--- src/rtl/fp_square_result_stage.sv ---
// Two-entry in-order output buffer behind the floating-point squarer, with
// sticky IEEE exception flags and saturating event counters for software.
module fp_square_result_stage #(
    parameter int sig_width = 23,
    parameter int exp_width = 8,
    parameter int cnt_width = 16
) (
    input  logic                           clk,
    input  logic                           rst_n,
    input  logic                           in_valid,
    output logic                           in_ready,
    input  logic [sig_width+exp_width:0]   in_z,
    input  logic [7:0]                     in_status,
    output logic                           out_valid,
    input  logic                           out_ready,
    output logic [sig_width+exp_width:0]   out_z,
    output logic [7:0]                     out_status,
    input  logic                           clr_sticky,
    output logic [5:0]                     sticky,
    output logic [cnt_width-1:0]           cnt_invalid,
    output logic [cnt_width-1:0]           cnt_huge,
    output logic [cnt_width-1:0]           cnt_tiny
);

    localparam logic [cnt_width-1:0] CNT_ONE = 1;

    typedef enum logic [1:0] {
        EMPTY = 2'd0,
        ONE   = 2'd1,
        FULL  = 2'd2
    } state_t;

    state_t                        state;
    logic [sig_width+exp_width:0]  tail_z;
    logic [7:0]                    tail_status;
    logic                          accept;
    logic                          deliver;

    logic [5:0]                    sticky_base;
    logic [cnt_width-1:0]          inv_base;
    logic [cnt_width-1:0]          huge_base;
    logic [cnt_width-1:0]          tiny_base;
    logic [5:0]                    sticky_nxt;
    logic [cnt_width-1:0]          inv_nxt;
    logic [cnt_width-1:0]          huge_nxt;
    logic [cnt_width-1:0]          tiny_nxt;

    function automatic logic [cnt_width-1:0] sat_inc(input logic [cnt_width-1:0] c,
                                                     input logic hit);
        if (hit && !(&c))
            return c + CNT_ONE;
        return c;
    endfunction

    assign in_ready  = (state != FULL);
    assign out_valid = (state != EMPTY);
    assign accept    = in_valid & in_ready;
    assign deliver   = out_valid & out_ready;

    // Queue stage: head lives directly in the output registers, tail behind it.
    always_ff @(posedge clk) begin
        if (!rst_n) begin
            state      <= EMPTY;
            out_z      <= '0;
            out_status <= '0;
        end else begin
            case (state)
                EMPTY: begin
                    if (accept) begin
                        out_z      <= in_z;
                        out_status <= in_status;
                        state      <= ONE;
                    end
                end
                ONE: begin
                    if (accept && deliver) begin
                        out_z      <= in_z;
                        out_status <= in_status;
                    end else if (accept) begin
                        tail_z      <= in_z;
                        tail_status <= in_status;
                        state       <= FULL;
                    end else if (deliver) begin
                        state <= EMPTY;
                    end
                end
                FULL: begin
                    if (deliver) begin
                        out_z      <= tail_z;
                        out_status <= tail_status;
                        state      <= ONE;
                    end
                end
                default: state <= EMPTY;
            endcase
        end
    end

    // A clear in the same cycle as an accept keeps only the accepted word's flags.
    always_comb begin
        sticky_base = clr_sticky ? 6'd0 : sticky;
        inv_base    = clr_sticky ? '0 : cnt_invalid;
        huge_base   = clr_sticky ? '0 : cnt_huge;
        tiny_base   = clr_sticky ? '0 : cnt_tiny;
        sticky_nxt  = sticky_base | (accept ? in_status[5:0] : 6'd0);
        inv_nxt     = sat_inc(inv_base,  accept & in_status[2]);
        huge_nxt    = sat_inc(huge_base, accept & in_status[4]);
        tiny_nxt    = sat_inc(tiny_base, accept & in_status[3]);
    end

    always_ff @(posedge clk) begin
        if (!rst_n) begin
            sticky      <= '0;
            cnt_invalid <= '0;
            cnt_huge    <= '0;
            cnt_tiny    <= '0;
        end else begin
            sticky      <= sticky_nxt;
            cnt_invalid <= inv_nxt;
            cnt_huge    <= huge_nxt;
            cnt_tiny    <= tiny_nxt;
        end
    end

endmodule

--- config.mk ---
export PLATFORM = sky130hd
export DESIGN_NAME = fp_square_result_stage
export DESIGN_NICKNAME = d
export VERILOG_FILES = /design/src/rtl/fp_square_result_stage.sv
export SDC_FILE = /design/constraint.sdc
export NUM_CORES = 1
export LEC_CHECK = 0
export CAP_MARGIN = 20
export CORE_MARGIN = 5
export CORE_UTILIZATION = 45
export DETAILED_ROUTE_END_ITERATION = 7
export GPL_TIMING_DRIVEN = 0
export PLACE_DENSITY_LB_ADDON = 0.1
export REMOVE_ABC_BUFFERS = 1
export SLEW_MARGIN = 10
export SYNTH_ARGS = -nofsm -noshare
export SYNTH_HDL_FRONTEND = slang
export SYNTH_SLANG_ARGS = --single-unit
--- constraint.sdc ---
create_clock -name clk -period 4.9 [get_ports clk]
set_input_delay 1.225 -clock clk [delete_from_list [all_inputs] [get_ports clk]]
set_output_delay 1.225 -clock clk [all_outputs]
set_load 0.005 [all_outputs]
==> results of run 1 <==
==> area by class of cell <==
type,count,share of cell area
clock inverters,14,0.0197
multi-input cells,430,0.324
flip-flops and latches,136,0.390
repair buffers,143,0.183
inverters,6,0.00281
well taps,172,0.0269
clock buffers,18,0.0536
==> layer usage <==
layer | wire [um] | global-route usage | vias up | share of wire
met4 | 297 | 0.0739 | 0 | 0.020
li1 | - | - | 2442 | -
met2 | 7190 | 0.326 | 165 | 0.47
met5 | 0 | 0 | - | 0
met3 | 1040 | 0.0572 | 26 | 0.069
met1 | 6610 | 0.253 | 2398 | 0.44
==> worst register-to-register path: stages, from the launching register on <==
cell and delay, ns:
dfxtp_1 0.44, nor2b_4 0.17, buf_12 0.21, inv_2 0.38, buf_16 0.23, nand3_1 0.11, a21oi_1 0.46, a31oi_1 0.16
a41o_1 0.22
==> cell usage after synthesis, drive strengths merged, types with 3 or more instances <==
library cell,n,share of area
a21oi,16,0.014
nor2,25,0.016
and2,14,0.015
mux2i,3,0.0051
or2,3,0.0036
o211ai,4,0.0051
nor2b,19,0.021
and3,9,0.0096
xnor2,22,0.033
nor3b,3,0.0038
edfxtp,40,0.20
nand2b,7,0.0075
or3,5,0.0062
nor3,10,0.0085
o41ai,3,0.0045
nor4,10,0.011
buf,5,0.0041
a21boi,4,0.0051
o21ai,13,0.012
nand3,62,0.053
xor2,4,0.0060
dfxtp,96,0.33
clkbuf,32,0.020
inv,5,0.0032
a32oi,3,0.0045
nand2,114,0.073
or4,6,0.0083
o2111ai,6,0.010
o211a,40,0.068
==> report_power, final <==
| group | leakage (uW) | total [uW] | switching (uW) | internal, uW |
|---|---|---|---|---|
| clock | 0.000279 | 1270 | 473 | 793 |
| combinational | 0.00168 | 259 | 115 | 144 |
| sequential | 0.00115 | 1230 | 24.5 | 1200 |
==> kinds of logic after synthesis <==
kind of cell | count (synthesis) | share of synthesized area
AO/OA/AOI/OAI | 105 | 0.146
buffers and inverters | 43 | 0.0284
multiplexers | 3 | 0.00512
XOR/XNOR | 26 | 0.0388
adder cells (fa/ha/maj) | 1 | 0.00213
flip-flops | 136 | 0.532
AND/OR/NAND/NOR | 295 | 0.247
==> registers in the layout, indices dropped and copies added, names as in the netlist <==
register	flops
out_z	32
tail_z	32
cnt_huge	16
cnt_invalid	16
cnt_tiny	16
out_status	8
tail_status	8
sticky	6
state	2
==> how the worst max path moves through the flow <==
stage | start | end | slack, ns
final | clr_sticky | cnt_tiny[1] | 0.65
after global routing | clr_sticky | cnt_tiny[1] | 0.41
after CTS | clr_sticky | cnt_tiny[1] | 0.61
after detailed placement | clr_sticky | cnt_tiny[1] | 0.19
after global placement | rst_n | tail_z[18] | -2.37
after floorplan | in_valid | tail_status[0] | 1.32
==> stage by stage <==
step | util | hold slack, ns | worst slack, ns | total power (uW) | cell area [um^2]
after global placement | 0.577 | 0.473 | -2.37 | 1510 | 7340
after global routing | 0.630 | 0.499 | 0.407 | 2860 | 8010
after detailed placement | 0.583 | 0.476 | 0.189 | 1510 | 7420
final | 0.630 | 0.482 | 0.650 | 2750 | 8010
after floorplan | - | 0.469 | 1.32 | 1350 | 5720
after CTS | 0.630 | 0.486 | 0.607 | 2780 | 8010
==> placed cells by master (no fill, tap or decap), types with 16 or more instances in the layout <==
| cell type | n |
|---|---|
| nor2b_1 | 18 |
| clkdlybuf4s50_1 | 139 |
| edfxtp_1 | 40 |
| xnor2_1 | 22 |
| clkbuf_16 | 17 |
| nand3_1 | 62 |
| nor2_1 | 24 |
| a21oi_1 | 16 |
| o211a_1 | 40 |
| nand2_1 | 114 |
| dfxtp_1 | 96 |
==> summary.md, run 1 <==
| Metric | Value |
|---|---|
| Run status | `completed` |
| Critical register-to-register path startpoint | `state[0]` |
| Max Clock Skew | `0.00364 ns` |
| Unrepaired setup endpoints after global routing | `false` |
| Gr ovfl total | `0` |
| GPL Wtd Cong | `0.831` |
| Number of H-tree levels | `4` |
| Reg-to-reg endpoint | `cnt_tiny[2]` |
| Synthesis warning total | `0` |
| Crit. End Element | `flop` |
| Startpoint of the tightest hold check path | `sticky[4]` |
| DRC | `0` |
| Detailed-route via count | `5,031` |
| Clock sink total | `136` |
| Number of cells in the design after placement | `887` |
| Total inserted antenna cells | `0` |
| Static leakage | `0.00310 uW` |
| Die W | `124 um` |
| Vias in the first global route | `4,929` |
| Initial antenna violation count | `0` |
| Family with the most delay on the worst path | `buffers and inverters` |
| Initial core utilization | `0.461` |
| Hold Path Depth | `2` |
| 1st-pass router iterations | `4` |
| Worst-Margin Slew | `1.07 ns` |
| Net total in the final layout | `780` |
| Area of all sequential standard cells | `3120 um^2` |
| R2R depth | `8` |
| Number of synthesized register bits | `136` |
| Pins Over Slew Limit | `0` |
| Hold Buf Count CTS | `0` |
| Count of mapped cells out of synthesis | `609` |
| Global-route wire length before repair | `24,400 um` |
| Clock latency of the later-clocked register in the worst-skew pair | `0.41 ns` |
| Maximum count of clock buffers along a single path | `2` |
| Clock transition time at the flip-flop clock pins of the worst setup and hold paths | `0.06 ns` |
| Area of the die | `15,400 um^2` |
| Cell type of the slowest stage on the worst timing path | `clkdlybuf4s50_1` |
| Peak supply drop | `0.227 mV` |
| Final critical path time including I/O delays and setup | `4.25 ns` |
| Finished Layout Cells | `919` |
| Class of the worst hold path | `reg -> reg` |
| Worst-case headroom to the max-slew limit | `0.286` |
| Post-detailed-route via-to-cell ratio | `5.47` |
| Post-route setup TNS | `0 ns` |
| Fraction of layout cells with a size suffix above 1 | `0.0643` |
| Async set or reset register ratio after synthesis | `0` |
| Cell-by-cell trace of the critical path | `clkdlybuf4s50_1, clkinv_1, nand2_1, nor2_1, a31o_2` |
| Quantity of gates resized following cts | `0` |
| Worst-path maximum fanout | `28` |
| Buffers & Inverters on Critical Path | `2` |
| Detailed Route Iter0 Violations | `353` |
| DP Wirelength | `9860 um` |
| Layout area overhead | `36.6%` |
| Clock tree from TritonCTS | `done` |
| Fmax | `0.235 GHz` |
| Buffer cell driving the clock tree root | `clkbuf_16` |
| Final hold violation count | `0` |
| Sequential share of the synthesized area | `0.532` |
| Average cell area after synthesis | `9.63 um^2` |
| Area taken by multi-input logic gates | `2600 um^2` |
| Post-route fraction of the period consumed by the critical path | `0.867` |
| Final routed wirelength across all metal layers | `15,100 um` |
| Count of boundary I/O pins | `141` |
| Routed WL per cell | `16.5 um` |
| Post CTS Setup Buffer Count | `0` |
| Maximum cell stage delay along the critical path | `1.17 ns` |
| Remaining antenna violation count after routing | `0` |
| Final setup violation count | `0` |
| Number of stages on the worst setup path | `5` |
| Pwr/cell area | `344 nW/um^2` |
| Type of element launching the critical path | `primary input` |
| Number of buffers inserted during clock tree synthesis | `17` |
| Core region area | `12,700 um^2` |
| Maxcap violations | `0` |
| Cell area after synthesis | `5870 um^2` |
| Worst Path Arrival | `4.56 ns` |
| Hold Path End | `sticky[4]` |
| Commonest register cell after synthesis | `dfxtp_1` |
| Maximum number of pins on one net before global-route repair | `81` |
| Die Y-Extent | `124 um` |
| Total track usage | `0.200` |
| Post-synth EDFFs | `40` |
| Number of rows in the core area | `41` |
| Worst setup slack for register-to-register paths | `2.42 ns` |
| Filler instances | `1,155` |
| Distinct cell type count after synthesis | `56` |
| Crit Path Category | `in -> reg` |
| Count of port buffers added during placement | `140` |
| Crit path required time | `5.21 ns` |
(Power assumes the default switching activity.)
==> run 2, diff against run 1 <==
Settings changed: CORE_ASPECT_RATIO from default to 1.1, CORE_MARGIN 5 to 2, PLACE_DENSITY from default to 0.73, PLACE_DENSITY_LB_ADDON 0.1 to default.
==> summary.md, run 2 (same netlist as run 1, synthesis figures left out) <==
| Metric | Value |
|---|---|
| Run status | `completed (unchanged)` |
| Final critical path time including I/O delays and setup | `4.28 ns (was 4.25 ns)` |
| Gr ovfl total | `0 (unchanged)` |
| Clock sink total | `136 (unchanged)` |
| Critical register-to-register path startpoint | `state[1] (was state[0])` |
| Most common cell after layout, fill and taps aside | `clkdlybuf4s50_1 (unchanged)` |
| Peak supply drop | `0.239 mV (was 0.227 mV)` |
| Worst-case headroom to the max-slew limit | `0.280 (was 0.286)` |
| Largest registers in the final layout | `out_z: 32 flops, tail_z: 32 flops (unchanged)` |
| Final routed wirelength across all metal layers | `14,900 um (was 15,100 um)` |
| Pins Over Slew Limit | `0 (unchanged)` |
| Total track usage | `0.211 (was 0.200)` |
| Final non-filler cell area | `7980 um^2 (was 8010 um^2)` |
| Vias in the first global route | `4,774 (was 4,929)` |
| Routed WL per cell | `16.5 um (about the same)` |
| Worst-Margin Slew | `1.08 ns (was 1.07 ns)` |
| Maxcap violations | `0 (unchanged)` |
| 1st-pass router iterations | `5 (was 4)` |
| Number of cells in the design after placement | `872 (was 887)` |
| Buffers & Inverters on Critical Path | `2 (unchanged)` |
| Maximum number of pins on one net before global-route repair | `81 (unchanged)` |
| Total inserted antenna cells | `0 (unchanged)` |
| Detailed-route via count | `5,014 (was 5,031)` |
| Family with the most delay on the worst path | `buffers and inverters (unchanged)` |
| Area of the die | `14,000 um^2 (was 15,400 um^2)` |
| Number of H-tree levels | `4 (unchanged)` |
| Class of the worst hold path | `reg -> reg (unchanged)` |
| Clock tree from TritonCTS | `done (unchanged)` |
| Die Y-Extent | `124 um (about the same)` |
| Maximum cell stage delay along the critical path | `1.18 ns (was 1.17 ns)` |
| Core region area | `12,600 um^2 (was 12,700 um^2)` |
| Crit. End Element | `flop (unchanged)` |
| Final hold violation count | `0 (unchanged)` |
| Initial core utilization | `0.464 (was 0.461)` |
| Pwr/cell area | `342 nW/um^2 (was 344 nW/um^2)` |
| Post-detailed-placement cell area | `7400 um^2 (was 7420 um^2)` |
| Fraction of layout cells with a size suffix above 1 | `0.0643 (unchanged)` |
| Finished Layout Cells | `904 (was 919)` |
| Net total in the final layout | `780 (unchanged)` |
| Post CTS Setup Buffer Count | `0 (unchanged)` |
| Crit path required time | `5.20 ns (was 5.21 ns)` |
| DRC | `0 (unchanged)` |
| Max Clock Skew | `0.00785 ns (was 0.00364 ns)` |
| Cell-by-cell trace of the critical path | `clkdlybuf4s50_1, clkinv_1, nand2_1, nor2_1, a31o_2 (unchanged)` |
| Quantity of gates resized following cts | `0 (unchanged)` |
| Detailed Route Iter0 Violations | `270 (was 353)` |
| Count of port buffers added during placement | `140 (unchanged)` |
| Fmax | `0.234 GHz (was 0.235 GHz)` |
| Buffer cell driving the clock tree root | `clkbuf_16 (unchanged)` |
| Commonest cells after routing, fill and taps aside | `clkdlybuf4s50_1 (139), nand2_1 (114), dfxtp_1 (96) (unchanged)` |
| Post-detailed-route via-to-cell ratio | `5.55 (was 5.47)` |
| Global-route wire length before repair | `24,000 um (was 24,400 um)` |
| Remaining antenna violation count after routing | `0 (unchanged)` |
| Final setup margin | `0.623 ns (was 0.650 ns)` |
| Filler instances | `1,064 (was 1,155)` |
| Type of element launching the critical path | `primary input (unchanged)` |
| Maximum count of clock buffers along a single path | `2 (unchanged)` |
| Clock latency of the later-clocked register in the worst-skew pair | `0.40 ns (was 0.41 ns)` |
| DP Wirelength | `9670 um (was 9860 um)` |
| Area taken by multi-input logic gates | `2600 um^2 (unchanged)` |
| Post-placement worst setup slack | `0.218 ns (was 0.189 ns)` |
| Initial antenna violation count | `0 (unchanged)` |
| Area of all sequential standard cells | `3120 um^2 (unchanged)` |
| Static leakage | `0.00310 uW (about the same)` |
| Crit Path Category | `in -> reg (unchanged)` |
| Layout area overhead | `36.0% (was 36.6%)` |
| Worst-path maximum fanout | `28 (unchanged)` |
| Clock transition time at the flip-flop clock pins of the worst setup and hold paths | `0.06 ns (about the same)` |
| Hold Buf Count CTS | `0 (unchanged)` |
| Count of boundary I/O pins | `141 (unchanged)` |
| Post-route fraction of the period consumed by the critical path | `0.873 (was 0.867)` |
| Unrepaired setup endpoints after global routing | `false (unchanged)` |
| Worst Path Arrival | `4.58 ns (was 4.56 ns)` |
| GPL Wtd Cong | `0.855 (was 0.831)` |
| Number of rows in the core area | `43 (was 41)` |
| Final setup violation count | `0 (unchanged)` |
| Number of buffers inserted during clock tree synthesis | `17 (unchanged)` |
| Die W | `113 um (was 124 um)` |
| Worst setup startpoint | `clr_sticky (unchanged)` |
| Cell type of the slowest stage on the worst timing path | `clkdlybuf4s50_1 (unchanged)` |
| Startpoint of the tightest hold check path | `sticky[3] (was sticky[4])` |
[run 2: changes by cell type in the layout (fill, tap and decap cells not counted), sizes merged]
| cell | change |
|---|---|
| bufinv | -1 |
| clkinv | -1 |
| clkinvlp | -1 |
| inv | +3 |
[run 2: tightest hold or removal path, delay by kind of cell (launching register included)]
family | cells | cell delay (ns)
flip-flops | 1 | 0.31
AO/OA/AOI/OAI | 1 | 0.07
AND/OR/NAND/NOR | 1 | 0.05
[run 2: path summary, 6_finish.rpt]
kind | endpoint | slack (ns) | cells past startpoint
worst max register to register | cnt_tiny[0] | 2.65 | 8
worst min register to register | sticky[3] | 0.48 | 2
worst min-delay path | sticky[3] | 0.48 | 2
worst max-delay path | cnt_tiny[1] | 0.62 | 5
[run 2: cell type report]
| cell class | instances | share of cell area |
|---|---|---|
| clock inverter | 14 | 0.0187 |
| clock buffer | 18 | 0.0538 |
| multi-input combinational | 430 | 0.326 |
| sequential | 136 | 0.392 |
| timing repair buffer | 143 | 0.183 |
| inverter | 6 | 0.00282 |
| tap | 157 | 0.0246 |
[run 2: layer usage]
layer,vias up,wire length [um],track usage
met3,15,894,0.0491
met2,161,6960,0.341
met5,-,0,0
met1,2401,6870,0.287
met4,0,172,0.0564
li1,2437,-,-
[run 2: where the power goes]
| group | internal (uW) | switching, uW |
|---|---|---|
| registers | 1200 | 25.0 |
| logic | 144 | 116 |
| clock network | 752 | 490 |
| total | 2100 | 631 |
[run 2: metrics by stage]
stage | util | TNS (ns) | hold slack (ns) | power [uW]
after floorplan | - | 0 | 0.469 | 1350
after global placement | 0.579 | -105.80 | 0.472 | 1500
after detailed placement | 0.585 | 0 | 0.481 | 1510
after CTS | 0.631 | 0 | 0.488 | 2750
after global routing | 0.631 | 0 | 0.501 | 2840
final | 0.631 | 0 | 0.481 | 2730
==> run 3, diff against run 2 <==
Settings changed: ABC_AREA from default to 1, CORE_UTILIZATION 45 to 51, CTS_CLUSTER_DIAMETER from default to 80, PLACE_DENSITY 0.73 to 0.79.
==> summary.md, run 3 <==
| Metric | Value |
|---|---|
| Cell type of the slowest stage on the worst timing path | `inv_2 (was clkdlybuf4s50_1)` |
| Final routed wirelength across all metal layers | `16,100 um (was 14,900 um)` |
| Highest routing layer actually used | `met4 (unchanged)` |
| Clock tree from TritonCTS | `done (unchanged)` |
| Cell type with the highest aggregate area in the netlist | `dfxtp_1 (unchanged)` |
| DRC | `0 (unchanged)` |
| 1st-pass router iterations | `5 (unchanged)` |
| Reg-to-reg endpoint | `out_z[3] (was cnt_tiny[0])` |
| Destination of the critical timing path | `cnt_huge[8] (was cnt_tiny[1])` |
| Post-synth EDFFs | `40 (unchanged)` |
| Finished Layout Cells | `1,139 (was 904)` |
| Worst Path Arrival | `4.41 ns (was 4.58 ns)` |
| Final setup violation count | `0 (unchanged)` |
| Cell types with the largest area share after synthesis | `dfxtp_1 (30%), edfxtp_1 (19%), nand2_1 (13%), nor2_1 (7.8%), mux2_2 (5.7%) (was dfxtp_1 (33%), edfxtp_1 (20%), nand2_1 (7.3%), o211a_1 (6.8%), nand3_1 (5.3%))` |
| Number of cells in the design after placement | `1,107 (was 872)` |
| Worst-Margin Slew | `1.08 ns (about the same)` |
| Post CTS Setup Buffer Count | `0 (unchanged)` |
| Power consumption | `2890 uW (was 2730 uW)` |
| Maximum cell stage delay along the critical path | `0.88 ns (was 1.18 ns)` |
| Family with the most delay on the worst path | `buffers and inverters (unchanged)` |
| Fmax | `0.244 GHz (was 0.234 GHz)` |
| Initial antenna violation count | `0 (unchanged)` |
| Total track usage | `0.237 (was 0.211)` |
| Number of synthesized register bits | `136 (unchanged)` |
| Max Clock Skew | `0.00609 ns (was 0.00785 ns)` |
| Worst hold margin | `0.462 ns (was 0.481 ns)` |
| Synthesis warning total | `0 (unchanged)` |
| Distinct cell type count after synthesis | `31 (was 56)` |
| Detailed Route Iter0 Violations | `375 (was 270)` |
| Area of the die | `13,600 um^2 (was 14,000 um^2)` |
| Number of stages on the worst setup path | `12 (was 5)` |
| Average cell area after synthesis | `7.71 um^2 (was 9.63 um^2)` |
| R2R depth | `9 (was 8)` |
| Buffers & Inverters on Critical Path | `3 (was 2)` |
| Class of the worst hold path | `reg -> reg (unchanged)` |
| Clock transition time at the flip-flop clock pins of the worst setup and hold paths | `0.06 ns (about the same)` |
| Core region area | `12,500 um^2 (was 12,600 um^2)` |
| Initial core utilization | `0.518 (was 0.464)` |
| Sequential share of the synthesized area | `0.481 (was 0.532)` |
| Detailed-route via count | `5,940 (was 5,014)` |
| Count of boundary I/O pins | `141 (unchanged)` |
| Final hold violation count | `0 (unchanged)` |
| Commonest register cell after synthesis | `dfxtp_1 (unchanged)` |
| Commonest cells after routing, fill and taps aside | `nand2_1 (221), clkdlybuf4s50_1 (139), nor2_1 (134) (was clkdlybuf4s50_1 (139), nand2_1 (114), dfxtp_1 (96))` |
| Worst-path maximum fanout | `61 (was 28)` |
| Routed WL per cell | `14.2 um (was 16.5 um)` |
| Crit path required time | `5.21 ns (was 5.20 ns)` |
| Cell-by-cell trace of the critical path | `clkdlybuf4s50_1, inv_2, nand2_1, inv_1, ha_1, nand2_1, nor2_2, nand2_1, nor2_2, nand3_2, a21oi_1, nor2_1 (was clkdlybuf4s50_1, clkinv_1, nand2_1, nor2_1, a31o_2)` |
| Fraction of layout cells with a size suffix above 1 | `0.104 (was 0.0643)` |
| Die W | `112 um (was 113 um)` |
| Number of H-tree levels | `4 (unchanged)` |
| Maximum number of pins on one net before global-route repair | `62 (was 81)` |
| Worst setup slack for register-to-register paths | `1.74 ns (was 2.65 ns)` |
| Total inserted antenna cells | `0 (unchanged)` |
| Gr ovfl total | `0 (unchanged)` |
| Most common cell in the synthesized netlist | `nand2_1 (unchanged)` |
| Crit Path Category | `in -> reg (unchanged)` |
| Proportion of netlist area held by the largest area contributor | `0.296 (was 0.328)` |
| Worst-case headroom to the max-slew limit | `0.280 (about the same)` |
| Final critical path time including I/O delays and setup | `4.10 ns (was 4.28 ns)` |
| Type of element launching the critical path | `primary input (unchanged)` |
| Cell area after synthesis | `6490 um^2 (was 5870 um^2)` |
| Clock latency of the later-clocked register in the worst-skew pair | `0.42 ns (was 0.40 ns)` |
| Post-route fraction of the period consumed by the critical path | `0.836 (was 0.873)` |
| Run status | `completed (unchanged)` |
| Maximum count of clock buffers along a single path | `2 (unchanged)` |
| Peak supply drop | `0.246 mV (was 0.239 mV)` |
| Static leakage | `0.00323 uW (was 0.00310 uW)` |
| Post-detailed-route via-to-cell ratio | `5.22 (was 5.55)` |
| Global-route wire length before repair | `26,200 um (was 24,000 um)` |
| Async set or reset register ratio after synthesis | `0 (unchanged)` |
| Remaining antenna violation count after routing | `0 (unchanged)` |
| Most common cell after layout, fill and taps aside | `nand2_1 (was clkdlybuf4s50_1)` |
| Quantity of gates resized following cts | `0 (unchanged)` |
| Buffer cell driving the clock tree root | `clkbuf_16 (unchanged)` |
| Net total in the final layout | `1,015 (was 780)` |
| DP Wirelength | `10,600 um (was 9670 um)` |
| Unrepaired setup endpoints after global routing | `false (unchanged)` |
| Filler instances | `1,049 (was 1,064)` |
| GPL Wtd Cong | `0.926 (was 0.855)` |
| Post-route setup TNS | `0 ns (unchanged)` |
| Die Y-Extent | `122 um (was 124 um)` |
| Pwr/cell area | `337 nW/um^2 (was 342 nW/um^2)` |
| Met2 layer wire length in the routed design | `7310 um (was 6960 um)` |
| Maxcap violations | `0 (unchanged)` |
| Met1 routed wirelength after detailed routing | `7410 um (was 6870 um)` |
| Crit. End Element | `flop (unchanged)` |
| Largest registers in the final layout | `out_z: 32 flops, tail_z: 32 flops (unchanged)` |
| Vias in the first global route | `5,419 (was 4,774)` |
| Worst setup startpoint | `clr_sticky (unchanged)` |
| Count of mapped cells out of synthesis | `842 (was 609)` |
| Number of buffers inserted during clock tree synthesis | `17 (unchanged)` |
| Number of rows in the core area | `43 (unchanged)` |
| Count of port buffers added during placement | `140 (unchanged)` |
| Layout area overhead | `32.2% (was 36.0%)` |
| Hold Path Depth | `2 (unchanged)` |
| Hold Buf Count CTS | `0 (unchanged)` |
| Pins Over Slew Limit | `0 (unchanged)` |
| Critical register-to-register path startpoint | `state[1] (unchanged)` |
| Most numerous cell types in the synthesized netlist | `nand2_1 (222), nor2_1 (135), dfxtp_1 (96) (was nand2_1 (114), dfxtp_1 (96), nand3_1 (62))` |
| Clock sink total | `136 (unchanged)` |
| Top cell by count, worst path | `nand2_1` |
| Length of routed met3 wiring | `970 um (was 894 um)` |
[run 3: cell count changes after synthesis, sizes merged, moves of 10 or more]
| cell | change |
|---|---|
| nor2 | +124 |
| nand2 | +112 |
| inv | +68 |
| a21oi | +56 |
| o211a | -40 |
| mux2 | +33 |
| xnor2 | -22 |
| clkbuf | -21 |
| buf | +20 |
| nor2b | -19 |
| and2 | -13 |
| nand3 | +12 |
| nor4 | -10 |
[run 3: metrics by stage]
| stage | util | worst slack (ns) | cell area [um^2] |
|---|---|---|---|
| after global placement | 0.628 | -1.62 | 7870 |
| after floorplan | - | 1.23 | 6270 |
| after global routing | 0.684 | 0.485 | 8580 |
| after CTS | 0.684 | 0.848 | 8580 |
| final | 0.684 | 0.803 | 8580 |
| after detailed placement | 0.634 | 0.413 | 7950 |
[run 3: how the worst min path moves through the flow]
stage,startpoint,to,slack [ns]
6_report,out_status[1],out_status[1],0.46
5_1_grt,out_z[23],out_z[23],0.48
4_1_cts,out_z[29],out_z[29],0.46
3_5_place_dp,out_z[29],out_z[29],0.45
3_3_place_gp,out_z[31],out_z[31],0.45
2_1_floorplan,out_status[0],out_status[0],0.46
[run 3: cell families after synthesis]
family,share of synthesized area
compound gates,0.0806
fa+ha+maj,0.00193
buf+inv,0.0760
flops,0.481
mux,0.0573
simple gates,0.303
[run 3: worst min-delay path, delay by kind of cell, from the launching register on]
kind	cells	cell delay, ns
DFF	1	0.30
and+or+nand+nor	1	0.06
AOI/OAI and AO/OA	1	0.05
[run 3: routing by layer]
metal / GRT usage / up-vias
met5: 0 / -
met4: 0.110 / 0
met2: 0.375 / 215
met3: 0.0489 / 36
met1: 0.315 / 2698
li1: - / 2991
[run 3: power by group]
group	leakage [uW]	internal, uW	switching (uW)
logic	0.00178	149	149
clock network	0.000306	877	483
registers	0.00115	1210	21.9
[run 3: final cells by class]
class	instances	area, um^2	share of cell area
Inverter	73	274	0.0319
Sequential cell	136	3120	0.364
Tap cell	157	196	0.0229
Timing Repair Buffer	144	1470	0.172
Clock buffer	20	457	0.0532
Multi-Input combinational cell	597	2880	0.336
Clock inverter	12	173	0.0201
